$ cat src/rtl/bcd_time_source.sv
// Time-of-day source: prescaled one-second tick driving a packed-BCD hh:mm:ss
// register, with a validated load port for setting the time from the HPS.
module bcd_time_source #(
    parameter int unsigned CLK_HZ = 50_000_000
) (
    input  logic        CLOCK_50,
    input  logic        reset_n,
    input  logic        run,
    input  logic        load_valid,
    input  logic [31:0] load_word,
    output logic        load_ready,
    output logic        load_err,
    output logic [31:0] time_word,
    output logic        time_strobe
);

    localparam int unsigned PW = (CLK_HZ > 1) ? $clog2(CLK_HZ) : 1;
    localparam logic [PW-1:0] P_LAST = PW'(CLK_HZ - 1);

    typedef enum logic {
        S_IDLE  = 1'b0,
        S_CHECK = 1'b1
    } state_t;

    state_t        r_state, w_state_nxt;
    logic [31:0]   r_cap, w_cap_nxt;
    logic          r_load_ready, w_load_ready_nxt;
    logic          r_load_err, w_load_err_nxt;
    logic          w_load_ok;
    logic          w_valid;

    logic [PW-1:0] r_presc, w_presc_nxt;
    logic [23:0]   r_time, w_time_nxt, w_time_inc;
    logic          r_strobe, w_strobe_nxt;
    logic          w_tick;

    // Legality of the captured word as a 24-hour BCD time.
    always_comb begin
        w_valid = (r_cap[31:24] == 8'h00) && (r_cap[7:4] <= 4'd5) &&
                  (r_cap[15:12] <= 4'd5) && (r_cap[23:20] <= 4'd2);
        for (int i = 0; i < 6; i++) begin
            if (r_cap[i*4 +: 4] > 4'd9) w_valid = 1'b0;
        end
        if ((r_cap[23:20] == 4'd2) && (r_cap[19:16] > 4'd3)) w_valid = 1'b0;
    end

    // One-second BCD increment with ripple carries and 24-hour wrap.
    always_comb begin
        w_time_inc = r_time;
        if (r_time[3:0] != 4'd9) begin
            w_time_inc[3:0] = r_time[3:0] + 4'd1;
        end else begin
            w_time_inc[3:0] = 4'd0;
            if (r_time[7:4] != 4'd5) begin
                w_time_inc[7:4] = r_time[7:4] + 4'd1;
            end else begin
                w_time_inc[7:4] = 4'd0;
                if (r_time[11:8] != 4'd9) begin
                    w_time_inc[11:8] = r_time[11:8] + 4'd1;
                end else begin
                    w_time_inc[11:8] = 4'd0;
                    if (r_time[15:12] != 4'd5) begin
                        w_time_inc[15:12] = r_time[15:12] + 4'd1;
                    end else begin
                        w_time_inc[15:12] = 4'd0;
                        if (r_time[23:16] == 8'h23) begin
                            w_time_inc[23:16] = 8'h00;
                        end else if (r_time[19:16] == 4'd9) begin
                            w_time_inc[19:16] = 4'd0;
                            w_time_inc[23:20] = r_time[23:20] + 4'd1;
                        end else begin
                            w_time_inc[19:16] = r_time[19:16] + 4'd1;
                        end
                    end
                end
            end
        end
    end

    // Load handshake next-state and outputs.
    always_comb begin
        w_state_nxt    = r_state;
        w_cap_nxt      = r_cap;
        w_load_ok      = 1'b0;
        w_load_err_nxt = 1'b0;
        case (r_state)
            S_IDLE: begin
                if (load_valid) begin
                    w_state_nxt = S_CHECK;
                    w_cap_nxt   = load_word;
                end
            end
            S_CHECK: begin
                w_state_nxt    = S_IDLE;
                w_load_ok      = w_valid;
                w_load_err_nxt = ~w_valid;
            end
        endcase
        w_load_ready_nxt = (w_state_nxt == S_IDLE);
    end

    // A valid load overrides a coincident tick and restarts the prescaler.
    always_comb begin
        w_tick       = run && (r_presc == P_LAST);
        w_presc_nxt  = r_presc;
        w_time_nxt   = r_time;
        w_strobe_nxt = 1'b0;
        if (run) w_presc_nxt = w_tick ? '0 : r_presc + PW'(1);
        if (w_load_ok) begin
            w_presc_nxt  = '0;
            w_time_nxt   = r_cap[23:0];
            w_strobe_nxt = 1'b1;
        end else if (w_tick) begin
            w_time_nxt   = w_time_inc;
            w_strobe_nxt = 1'b1;
        end
    end

    always_ff @(posedge CLOCK_50 or negedge reset_n) begin
        if (!reset_n) begin
            r_state      <= S_IDLE;
            r_cap        <= '0;
            r_load_ready <= 1'b1;
            r_load_err   <= 1'b0;
        end else begin
            r_state      <= w_state_nxt;
            r_cap        <= w_cap_nxt;
            r_load_ready <= w_load_ready_nxt;
            r_load_err   <= w_load_err_nxt;
        end
    end

    always_ff @(posedge CLOCK_50 or negedge reset_n) begin
        if (!reset_n) begin
            r_presc  <= '0;
            r_time   <= '0;
            r_strobe <= 1'b0;
        end else begin
            r_presc  <= w_presc_nxt;
            r_time   <= w_time_nxt;
            r_strobe <= w_strobe_nxt;
        end
    end

    assign load_ready  = r_load_ready;
    assign load_err    = r_load_err;
    assign time_word   = {8'h00, r_time};
    assign time_strobe = r_strobe;

endmodule

$ cat config.mk
export PLATFORM = sky130hd
export DESIGN_NAME = bcd_time_source
export DESIGN_NICKNAME = d
export VERILOG_FILES = /design/src/rtl/bcd_time_source.sv
export SDC_FILE = /design/constraint.sdc
export NUM_CORES = 1
export LEC_CHECK = 0
export ABC_AREA = 0
export CORE_ASPECT_RATIO = 1.5
export CORE_MARGIN = 5
export CORE_UTILIZATION = 40
export CTS_CLUSTER_SIZE = 24
export DETAILED_ROUTE_END_ITERATION = 10
export PLACE_DENSITY = 0.74
export SKIP_CTS_REPAIR_TIMING = 1
export SLEW_MARGIN = 0
export SYNTH_ARGS = -nofsm -noshare
export SYNTH_HDL_FRONTEND = slang
export SYNTH_SLANG_ARGS = --single-unit
$ cat constraint.sdc
create_clock -name CLOCK_50 -period 1.85 [get_ports CLOCK_50]
set_input_delay 0.2775 -clock CLOCK_50 [delete_from_list [all_inputs] [get_ports CLOCK_50]]
set_output_delay 0.2775 -clock CLOCK_50 [all_outputs]
set_load 0.005 [all_outputs]
==> results.md <==
- Status: finished, violations left
- Violated checks: setup timing
- Setup violators final: 47
- Top post-synthesis cells by count: dfrtp_1, nor2_1, mux2_2
- Register area share after synthesis: 0.487
- Cell Area, Synth: 4420 um^2
- Crit path from: r_cap[30]
- Dpl hpwl: 8520 um
- Worst vdd ir: 492 uV
- Unrepaired setup endpoints after global routing: true
- Peak Freq: 471 MHz
- Setup tns final: -8220 ps
- Storage element area: 2160 um^2
- Die Span X: 95.9 um
- Num CTS Buffers: 9
- RR Endpoint: r_presc[21]
- Initial core utilization: 0.404
- CP required: 2070 ps
- DRT iter0 DRCs: 202
- Clock latency on the worst-skew pair: 340 ps
- I/O pins: 71
- Min Clock Period, post-route: 2120 ps
- Total GRT Usage: 0.178
- Initial DRT Pass Iterations: 8
- RePlAce Congestion: 0.936
- Power Total: 4.71 mW
- CTS root buffer: clkbuf_16
- Switching Share: 0.270
- Worst hold margin: 432 ps
- Clock sink count: 86
- Post-synthesis async set-or-reset flop share: 1.00
- Max FO, Critical Path: 20
- Cell internal pwr: 3.44 mW
- Avg Cell Area, Syn: 10.4 um^2
- Area of the multi-input gates: 2270 um^2
- Antenna Violating Nets Remaining: 0
- Count leader, synth: dfrtp_1
- CP cell instances: nor4_2 > buf_4 > nand4_1 > o41a_1 > buf_12 > nor4_2 > xnor2_1 > nor2_1
- DR vias: 3719
- Delay-heaviest family, CP: simple AND/OR/NAND/NOR gates
- Final worst-path cycle share: 1.15
- Post-synth EDFFs: 0
- Fin nets: 605
- Pin count of the biggest net entering global routing: 36
- Synthesized instance count: 424
- Final Hold Fails: 0
- Yosys cell types: 54
- Fraction of layout cells with a size suffix above 1: 0.309
- P_sw: 1.27 mW
- First-pass GRT wire length: 18800 um
- Crit. End Element: register
- Reg-to-reg slack, setup: -270 ps
- Combinational Power Share: 0.178
- CP Capture Point: r_presc[21]
- Synthesized flop and latch total: 86
- # DRC: 0
- Max Cap Viol: 0
- Slowest cell on the critical path: dfrtp_1
- Fill cells: 916
- Pwr dens: 750 nW/um^2
- Vias per cell: 5.19
- Top cells by area, synth: dfrtp_1, mux2_2, xnor2_1
- Pleak: 2.63 nW
- Final Non-Filler Cells: 716
- Clk buf depth: 2
- Ys Warns: 0
- CTS tree: built
- Share of the synthesized area in the top cell type: 0.481
- Clock group share of total power: 0.352
- Number of buffers added on ports: 62
- Drt wl/cell: 16.2 um
- H-tree Lvls: 3
- Clock slew at reported path FFs: 60 ps
- Die height: 139 um
- Ys flop type: dfrtp_1
- Worst Hold Class: primary input to asynchronous set/reset pin
- Layout area overhead: 42.1%
- GRT overflow: 0
- Critical path depth: 8
- Core area: 10900 um^2
- Reg2reg path depth: 8
- Placement Rows: 47
- RR Startpoint: r_cap[30]
- Clock Skews: 17.9 ps
- Critical path type: register to register
- Seq pwr share: 0.470
- Most used cell, CP: nor4_2
- Initial antenna violation count: 0
- CP Data Arrival Time: 2340 ps
- Number of buffers and inverters on the critical path: 2
- Number of diodes: 0
- Worst path max stage delay: 390 ps
- Drt total wl: 11600 um
- Cell accounting for the most synthesized area: dfrtp_1
- Vias in the first global route: 3889
- Post-route setup slack: -272 ps
- Placed cells: 695
- Slew Viols, Final: 0
- CP startpoint kind: register
- Full die area: 13300 um^2
## cell usage in the layout, fill, tap and decap left out, drive strengths merged, types with 15 or more instances in the layout
master / count
buf: 87
dfrtp: 85
clkdlybuf4s50: 61
nor2: 45
mux2: 32
nand2: 25
xnor2: 20
a21oi: 19
nand3: 19
o21ai: 15
## routing by layer
metal	routed length, um	track usage
met2	6300	0.318
met4	288	0.0712
met3	454	0.0364
met5	0	0
met1	4560	0.201
## flip-flops by register name, indices dropped and copies added (netlist names)
signal / cells
time_strobe: 1
r_time: 24
load_err: 1
r_cap: 32
r_presc: 26
r_state: 1
load_ready: 1
## worst register-to-register path, delay by kind of cell, from the launching register on
family                 cells  cell delay [ps]
XOR/XNOR                   1              150
buffers and inverters      2              330
AND/OR/NAND/NOR            4              750
AO/OA/AOI/OAI              1              390
flip-flops                 1              390
## power groups by stage
stage | clock network [mW] | logic, mW | registers (mW)
global route | 1.78 | 0.918 | 2.24
detailed placement | 0 | 0.813 | 2.24
global placement | 0 | 0.790 | 2.23
finish | 1.66 | 0.840 | 2.22
floorplan | 0 | 0.417 | 2.22
CTS | 1.70 | 0.825 | 2.21
## through the flow
| step | area [um^2] | util | worst slack [ps] |
|---|---|---|---|
| 6_report | 6290 | 0.575 | -272 |
| 5_1_grt | 6290 | 0.575 | -434 |
| 4_1_cts | 6070 | 0.555 | -328 |
| 3_5_place_dp | 5800 | 0.531 | -587 |
| 3_3_place_gp | 5800 | 0.531 | -509 |
| 2_1_floorplan | 4480 | - | -52.6 |
## worst min-delay path by stage
stage	start	slack (ps)	cells past startpoint	endpoint
finish	reset_n	430	2	r_time[3]
global route	reset_n	470	2	r_cap[2]
CTS	reset_n	-100	1	r_time[3]
detailed placement	reset_n	260	1	r_presc[17]
global placement	reset_n	250	1	r_presc[22]
floorplan	reset_n	-20	0	load_err
## kinds of logic after synthesis
logic type,after synthesis,share of synthesized area
AOI/OAI and AO/OA,49,0.0670
xor gates and xnor gates,34,0.0673
adders and majority gates,5,0.0141
buffers and inverters,39,0.0441
DFF,86,0.487
muxes,38,0.0950
other,1,0.000848
and+or+nand+nor,172,0.225
## area by class of cell
cell class / instances / share of cell area
Multi-Input combinational cell: 306 / 0.361
Sequential cell: 86 / 0.343
Timing Repair Buffer: 150 / 0.218
Clock buffer: 11 / 0.0370
Tap cell: 147 / 0.0293
Inverter: 11 / 0.00657
Clock inverter: 5 / 0.00557
(Power assumes the default switching activity.)
